`config.mk`:
```
export PLATFORM = sky130hd
export DESIGN_NAME = rtc_alarm_flat
export DESIGN_NICKNAME = d
export VERILOG_FILES = /design/src/rtl/rtc_alarm_if.sv /design/src/rtl/rtc_alarm.sv /design/src/flat_wrapper.sv
export SDC_FILE = /design/constraint.sdc
export NUM_CORES = 1
export LEC_CHECK = 0
export BUFFER_PORTS_ARGS = -buffer_cell sky130_fd_sc_hd__buf_2
export CORE_MARGIN = 3
export CORE_UTILIZATION = 45
export DETAILED_ROUTE_END_ITERATION = 10
export GPL_TIMING_DRIVEN = 0
export HOLD_SLACK_MARGIN = 0.12
export PLACE_DENSITY = 0.76
export SKIP_CTS_REPAIR_TIMING = 1
export SYNTH_ARGS = -nofsm -noshare
export SYNTH_HDL_FRONTEND = slang
export SYNTH_SLANG_ARGS = --single-unit
```
`constraint.sdc`:
```
create_clock -name clk60ns -period 2.33 [get_ports clk60ns]
set_input_delay 0 -clock clk60ns [delete_from_list [all_inputs] [get_ports clk60ns]]
set_output_delay 0 -clock clk60ns [all_outputs]
set_load 0.02 [all_outputs]
```
`src/rtl/rtc_alarm_if.sv`:
```
// Alarm-time load channel: valid/ready handshake plus one-cycle reject pulse.
interface rtc_alarm_if;
  logic       set_valid;
  logic [4:0] set_hrs;
  logic [5:0] set_mins;
  logic       set_ready;
  logic       set_err;

  modport master (output set_valid, set_hrs, set_mins, input  set_ready, set_err);
  modport slave  (input  set_valid, set_hrs, set_mins, output set_ready, set_err);
endinterface

```
`src/rtl/rtc_alarm.sv`:
```
// Alarm stage behind the RTC counter: programmable HH:MM alarm with ring,
// stop, bounded snooze and auto-timeout. Everything runs on clk60ns.
module rtc_alarm #(
  parameter int RING_SECS   = 60,
  parameter int SNOOZE_MINS = 5,
  parameter int MAX_SNOOZE  = 3
) (
  input  logic        clk60ns,
  input  logic        reset,
  input  logic [4:0]  hrs,
  input  logic [5:0]  mins,
  input  logic [5:0]  sec,
  input  logic        alarm_en,
  rtc_alarm_if.slave  set_if,
  input  logic        stop,
  input  logic        snooze,
  output logic        ring,
  output logic        snoozing,
  output logic [4:0]  alarm_hrs,
  output logic [5:0]  alarm_mins
);
  localparam int SW = (MAX_SNOOZE < 1) ? 1 : $clog2(MAX_SNOOZE + 1);

  typedef enum logic [1:0] {IDLE, ARMED, RINGING, SNOOZE} state_t;

  state_t          state_q, state_d;
  logic [4:0]      alm_h_q, alm_h_d, tgt_h_q, tgt_h_d;
  logic [5:0]      alm_m_q, alm_m_d, tgt_m_q, tgt_m_d;
  logic [SW-1:0]   scnt_q, scnt_d;
  logic [5:0]      rcnt_q, rcnt_d;
  logic [5:0]      sec_q;
  logic            err_q, err_d;

  logic            tick, match, accept, bad, load_ok;
  logic [6:0]      snz_m;
  logic [4:0]      snz_h;

  assign tick    = (sec != sec_q);
  assign match   = tick && (sec == 6'd0) && (hrs == tgt_h_q) && (mins == tgt_m_q);
  assign accept  = set_if.set_valid && set_if.set_ready;
  assign bad     = (set_if.set_hrs > 5'd23) || (set_if.set_mins > 6'd59);
  assign load_ok = accept && !bad;

  // Snooze target = now + SNOOZE_MINS, carrying into hours with a 23 -> 0 wrap.
  always_comb begin
    snz_m = {1'b0, mins} + 7'(SNOOZE_MINS);
    snz_h = hrs;
    if (snz_m > 7'd59) begin
      snz_m = snz_m - 7'd60;
      snz_h = (hrs >= 5'd23) ? 5'd0 : hrs + 5'd1;
    end
  end

  always_comb begin
    state_d = state_q;
    alm_h_d = alm_h_q;
    alm_m_d = alm_m_q;
    tgt_h_d = tgt_h_q;
    tgt_m_d = tgt_m_q;
    scnt_d  = scnt_q;
    rcnt_d  = rcnt_q;
    err_d   = accept && bad;
    case (state_q)
      IDLE:    if (alarm_en) state_d = ARMED;
      ARMED:   if (match) begin
        state_d = RINGING;
        rcnt_d  = '0;
      end
      RINGING: begin
        if (tick) rcnt_d = rcnt_q + 6'd1;
        // Snooze past the limit degrades to a plain stop.
        if (stop || (snooze && scnt_q >= SW'(MAX_SNOOZE))
            || (!snooze && tick && rcnt_q == 6'(RING_SECS - 1))) begin
          state_d = ARMED;
          tgt_h_d = alm_h_q;
          tgt_m_d = alm_m_q;
          scnt_d  = '0;
        end else if (snooze) begin
          state_d = SNOOZE;
          tgt_h_d = snz_h;
          tgt_m_d = snz_m[5:0];
          scnt_d  = scnt_q + SW'(1);
        end
      end
      SNOOZE: begin
        if (match) begin
          state_d = RINGING;
          rcnt_d  = '0;
        end else if (load_ok) begin
          state_d = ARMED;
        end
      end
      default: state_d = IDLE;
    endcase
    if (load_ok) begin
      alm_h_d = set_if.set_hrs;
      alm_m_d = set_if.set_mins;
      tgt_h_d = set_if.set_hrs;
      tgt_m_d = set_if.set_mins;
      scnt_d  = '0;
    end
    if (!alarm_en) begin
      state_d = IDLE;
      tgt_h_d = alm_h_d;
      tgt_m_d = alm_m_d;
      scnt_d  = '0;
    end
  end

  always_ff @(posedge clk60ns) begin
    if (reset) begin
      state_q <= IDLE;
      alm_h_q <= '0;
      alm_m_q <= '0;
      tgt_h_q <= '0;
      tgt_m_q <= '0;
      scnt_q  <= '0;
      rcnt_q  <= '0;
      sec_q   <= '0;
      err_q   <= 1'b0;
    end else begin
      state_q <= state_d;
      alm_h_q <= alm_h_d;
      alm_m_q <= alm_m_d;
      tgt_h_q <= tgt_h_d;
      tgt_m_q <= tgt_m_d;
      scnt_q  <= scnt_d;
      rcnt_q  <= rcnt_d;
      sec_q   <= sec;
      err_q   <= err_d;
    end
  end

  assign ring             = (state_q == RINGING);
  assign snoozing         = (state_q == SNOOZE);
  assign set_if.set_ready = (state_q != RINGING);
  assign set_if.set_err   = err_q;
  assign alarm_hrs        = alm_h_q;
  assign alarm_mins       = alm_m_q;
endmodule

```
`src/flat_wrapper.sv`:
```
// flat-port wrapper written by rule: the top's interface ports become plain ports
module rtc_alarm_flat 
#(
  parameter int RING_SECS   = 60,
  parameter int SNOOZE_MINS = 5,
  parameter int MAX_SNOOZE  = 3
)
  (clk60ns, reset, hrs, mins, sec, alarm_en, stop, snooze, ring, snoozing, alarm_hrs, alarm_mins, set_if_set_valid, set_if_set_hrs, set_if_set_mins, set_if_set_ready, set_if_set_err);
  rtc_alarm_if set_if_i ();
  input  logic clk60ns;
  input  logic reset;
  input  logic [4:0] hrs;
  input  logic [5:0] mins;
  input  logic [5:0] sec;
  input  logic alarm_en;
  input  logic stop;
  input  logic snooze;
  output logic ring;
  output logic snoozing;
  output logic [4:0] alarm_hrs;
  output logic [5:0] alarm_mins;
  input wire logic [$bits(set_if_i.set_valid)-1:0] set_if_set_valid;
  input wire logic [$bits(set_if_i.set_hrs)-1:0] set_if_set_hrs;
  input wire logic [$bits(set_if_i.set_mins)-1:0] set_if_set_mins;
  output wire logic [$bits(set_if_i.set_ready)-1:0] set_if_set_ready;
  output wire logic [$bits(set_if_i.set_err)-1:0] set_if_set_err;
  assign set_if_i.set_valid = set_if_set_valid;
  assign set_if_i.set_hrs = set_if_set_hrs;
  assign set_if_i.set_mins = set_if_set_mins;
  assign set_if_set_ready = set_if_i.set_ready;
  assign set_if_set_err = set_if_i.set_err;
  rtc_alarm #(.RING_SECS(RING_SECS), .SNOOZE_MINS(SNOOZE_MINS), .MAX_SNOOZE(MAX_SNOOZE)) u_core (.clk60ns(clk60ns), .reset(reset), .hrs(hrs), .mins(mins), .sec(sec), .alarm_en(alarm_en), .set_if(set_if_i), .stop(stop), .snooze(snooze), .ring(ring), .snoozing(snoozing), .alarm_hrs(alarm_hrs), .alarm_mins(alarm_mins));
endmodule
```
# After elaboration in Yosys (flattened, before gate mapping)
# Index checks and enable logic that the tools add are counted.
# totals
reg_bits	39
inputBits	34
output_inout_bits	15
elab_cells	86
# op_classes
n_addsub	5
magnitude_cmp	5
n_eq_ne	15
muxes	26
bitwise	1
n_reduce_logical	25
# ops
operator	n
$mux W6	9
$mux W5	8
$mux W2	7
$pmux W6 S2	1
$logic_and A1 B1 Y1	9
$pmux W2 S4	1
$add A6 B3 Y7 const B	1
$gt A7 B6 Y1 const B	1
$add A6 B1 Y6 const B	1
$eq A6 B6 Y1	1
$eq A6 B6 Y1 const B	1
$gt A6 B6 Y1 const B	1
$logic_not A6 Y1	1
$ne A2 B1 Y1 const B	3
$ne A3 B1 Y1 const B	2
$ne A6 B6 Y1	1
$reduce_and A3 Y1	2
$sub A6 B6 Y6 const B	1
$add A5 B1 Y5 const B	1
$eq A5 B5 Y1	1
$ge A5 B5 Y1 const B	1
$gt A5 B5 Y1 const B	1
$eq A2 B2 Y1 const B	2
$ne A4 B1 Y1 const B	1
13 further kinds	19

# Depth between registers and ports, before layout
# logic_depth
depth_word	8
mapped_depth	9
depth_no_buf	9

# Worst setup path after synthesis
# OpenSTA, ideal clock, no wires.
# synth_timing
path_type	flip-flop to flip-flop
from	register u_core.scnt_q[0]
to	register u_core.tgt_h_q[0]
setup_ns	0.125
arrival_ns	1.804
t_required_ns	2.205
path_slack_ns	0.401
path_stages_with_launch	9
n_path_buf	1
synth_period_minus_slack_ns	1.929
path_cell_list	dfxtp_1 -> ha_1 -> a21oi_1 -> nand3_1 -> o21ai_0 -> clkbuf_1 -> o311ai_0 -> a221oi_1 -> o31ai_1
# synth_via
elab_chain_len	8
word_cells_on_any_way	10
classes_between	order compare: 1; eq/ne: 1; mux: 4; reduce/logical: 4
# synth_lines
element	line_no	source
from (decl)	rtc_alarm.sv:29	logic [SW-1:0] scnt_q, scnt_d;
from (signal assigned)	rtc_alarm.sv:127	scnt_q <= scnt_d;
$ge A2 B2 Y1 (*)	rtc_alarm.sv:72	if (stop || (snooze && scnt_q >= SW'(MAX_SNOOZE))
$logic_and A1 B1 Y1 (*)	rtc_alarm.sv:72	
$logic_or A1 B1 Y1 (*)	rtc_alarm.sv:72	
$logic_or A1 B1 Y1 (*)	rtc_alarm.sv:73	|| (!snooze && tick && rcnt_q == 6'(RING_SECS - 1))) begin
$mux W5	rtc_alarm.sv:72	
$mux W5	rtc_alarm.sv:63	case (state_q)
$mux W5	rtc_alarm.sv:95	if (load_ok) begin
$mux W5	rtc_alarm.sv:102	if (!alarm_en) begin
to (signal assigned)	rtc_alarm.sv:125	tgt_h_q <= tgt_h_d;
to (decl)	rtc_alarm.sv:27	logic [4:0] alm_h_q, alm_h_d, tgt_h_q, tgt_h_d;
# Mark *: on every way between the ends. The rest lies on a longest branch, timed or not. The select of a mux whose other input is x is not followed.
# A chain may end at the register's enable or synchronous reset.

# Worst setup path after layout
# layout_timing
from	input sec[4]
to	register u_core.rcnt_q[1]
# layout_via
elab_chain_len	6
word_cells_on_any_way	8
classes_between	eq/ne: 3; reduce/logical: 5
# layout_lines
element	line_no	source
from (decl)	flat_wrapper.sv:14	input logic [5:0] sec;
$ne A6 B6 Y1 or $logic_not A6 Y1 (tied branches)	rtc_alarm.sv:38, rtc_alarm.sv:39	
$logic_and A1 B1 Y1 (3 in series)	rtc_alarm.sv:39	assign match = tick && (sec == 6'd0) && (hrs == tgt_h_q) && (mins == tgt_m_q);
$ne A2 B1 Y1 (no line)	n/a	
$reduce_and A3 Y1 (no line) (*)	n/a	
to (signal assigned)	rtc_alarm.sv:128	rcnt_q <= rcnt_d;
to (decl)	rtc_alarm.sv:30	logic [5:0] rcnt_q, rcnt_d;
# Mark *: on every way between the ends. The rest lies on a longest branch, timed or not.

==> reports/results.tsv <==
metric	value	unit
status	finished clean	
First DRT Iteration DRCs	286	
CP Class	in2reg	
input/output buffers	42	
initial antenna violation count	0	
post-synthesis sequential area ratio	31.5	%
Via density	5.92	
Setup Skew	10.5	ps
Required @ worst endpoint	2550	ps
layout cells sized above 1	17.4	%
syn_nets	357	
DRT Pass-1 Iters	6	
max-cap violations	0	
Post-synth ARST share	0	%
hold slack	97.2	ps
register area	781	um^2
Finished Core Util	59.4	%
Worst-Margin Slew	733	ps
Crit. End Element	flop	
ant diodes	0	
most frequent cells in the layout	buf_2, dfxtp_1, nand2_1	
post-layout min period	2240	ps
drt total wl	7250	um
#FFs+latches synth	39	
yosys warns	0	
Avg Cell Area, Syn	7.84	um^2
Syn Inst Count	316	
CP Max Fanout	3	
Synth area leaders	dfxtp_1, nand2_1, xor2_1	
cell taking the most area after synthesis	dfxtp_1	
die area	6430	um^2
Core Region	5200	um^2
CTS tree	done	
Slew HR	51.0	%
vias	2688	
remaining antenna violation count	0	
final slew viol count	0	
Area Growth Syn to Fin	24.7	%
Final #Nets	424	
Synth cell types	63	
fillers	477	
Pwr per Cell Area	539	nW/um^2
Starting Density	47.6	%
# clock sinks	39	
GP Congestion	0.908	
cts bufs inserted	5	
Root Buffer Master	clkbuf_8	
worst vdd ir	0.000367	V
die height	80.2	um
crit path launch type	primary input	
Post-route DRC	0	
DP Cell Count	428	
number of global-route vias before repair	2299	
post-synth top area share	31.5	%
gr ovfl total	0	
fmax	447	MHz
final setup violation count	0	
CTS H-tree depth	2	
Clk Latency, worst-skew pair	300	ps
Max Root-Sink Buffers	2	
per-cell routed wire length	16.0	um
fin cells	454	
Post-synth EDFFs	0	
Final period util	96.0	%
Clock transition at path regs	80	ps
# rows	26	
pre-CTS setup slack	-236	ps
die width	80.2	um
Arr. time, crit path	2460	ps
final worst slack	92.4	ps
GRT Util Overall	21.9	%
Fin. Hold Viols	0	
multi-input logic area	1610	um^2
post-synthesis instance area	2480	um^2
DP HPWL	5170	um
largest net degree at the start of global routing	13	
first-pass GRT wire length	11100	um
leading cell type in the layout, fill and taps excluded	buf_2	
Worst Hold Class	in2reg	
top_reg_cell synth	dfxtp_1	
IO Count	49	
P_leak	1.26	nW
## synth_stat cells (2+ instances only)
master	number
clkbuf_1	12
xnor2_1	12
o211ai_1	4
a211o_1	2
and2_1	3
nand4_1	5
o21a_1	4
xor2_1	14
nor4b_1	3
nand3_1	16
nor2b_1	10
a21oi_1	23
inv_1	9
a211oi_1	4
nor2_1	19
nand2_1	38
o211a_1	2
nor3_1	14
o21ai_0	21
o221ai_1	2
nor4_1	3
dfxtp_1	39
a221oi_1	2
buf_2	2
or3_1	3
a31oi_1	3
mux2i_1	5
ha_1	7
## metal layers
| layer | share of wire [%] | global-route usage, % | vias up |
|---|---|---|---|
| met5 | 0 | 0 | - |
| met1 | 42 | 29.0 | 1244 |
| met2 | 47 | 34.6 | 132 |
| met3 | 8.8 | 4.60 | 21 |
| met4 | 2.7 | 8.11 | 0 |
| li1 | - | - | 1291 |
## critical path: stages
cell and delay (ps):
dlygate4sd3_1 530, buf_2 140, or4_1 490, nor3_1 290, nand4_1 260, o21a_1 270, or3_1 340, a21oi_1 150
## where the power goes
| part | switching [mW] | internal, mW |
|---|---|---|
| combinational | 0.205 | 0.146 |
| sequential | 0.0223 | 0.698 |
| clock | 0.248 | 0.347 |
| total | 0.475 | 1.19 |
## final cells by class
cell class | count | share of cell area [%]
plain buffers | 15 | 2.27
clock buffers | 6 | 2.67
clock inverters | 2 | 1.13
inverters | 10 | 1.21
multi-input cells | 252 | 52.0
flip-flops and latches | 39 | 25.3
well taps | 70 | 2.83
repair buffers | 60 | 12.6
## metrics by stage
stage	setup TNS, ps	power [mW]	area [um^2]
finish	0	1.67	3090
global route	-13.9	1.73	3090
CTS	-276	1.63	2890
detailed placement	-266	1.05	2780
global placement	-182	1.05	2780
floorplan	0	0.946	2480
## sequential cells by signal, summed over array words and instances, names as in the netlist
register               cells
u_core.rcnt_q              6
u_core.set_if.set_err      1
u_core.sec_q               6
u_core.alarm_mins          6
u_core.state_q             2
u_core.tgt_h_q             5
u_core.scnt_q              2
u_core.tgt_m_q             6
u_core.alarm_hrs           5
## final timing paths
path | slack [ps] | start | to | depth (start not counted)
hold / removal | 100 | reset | u_core.sec_q[0] | 2
setup / recovery | 90 | sec[4] | u_core.rcnt_q[1] | 8
setup reg to reg | 220 | u_core.scnt_q[0] | u_core.tgt_h_q[0] | 8
hold reg to reg | 490 | u_core.alarm_hrs[4] | u_core.alarm_hrs[4] | 2
## logic make-up after synthesis
family                     after synthesis  synth area share, %
AOI/OAI and AO/OA                       87                 23.5
xor gates and xnor gates                26                 9.19
adders and majority gates                7                 3.53
buffers and inverters                   25                 4.04
DFF                                     39                 31.5
muxes                                    6                 2.47
and+or+nand+nor                        126                 25.7
Note: power is estimated with default switching activity, not from simulation.
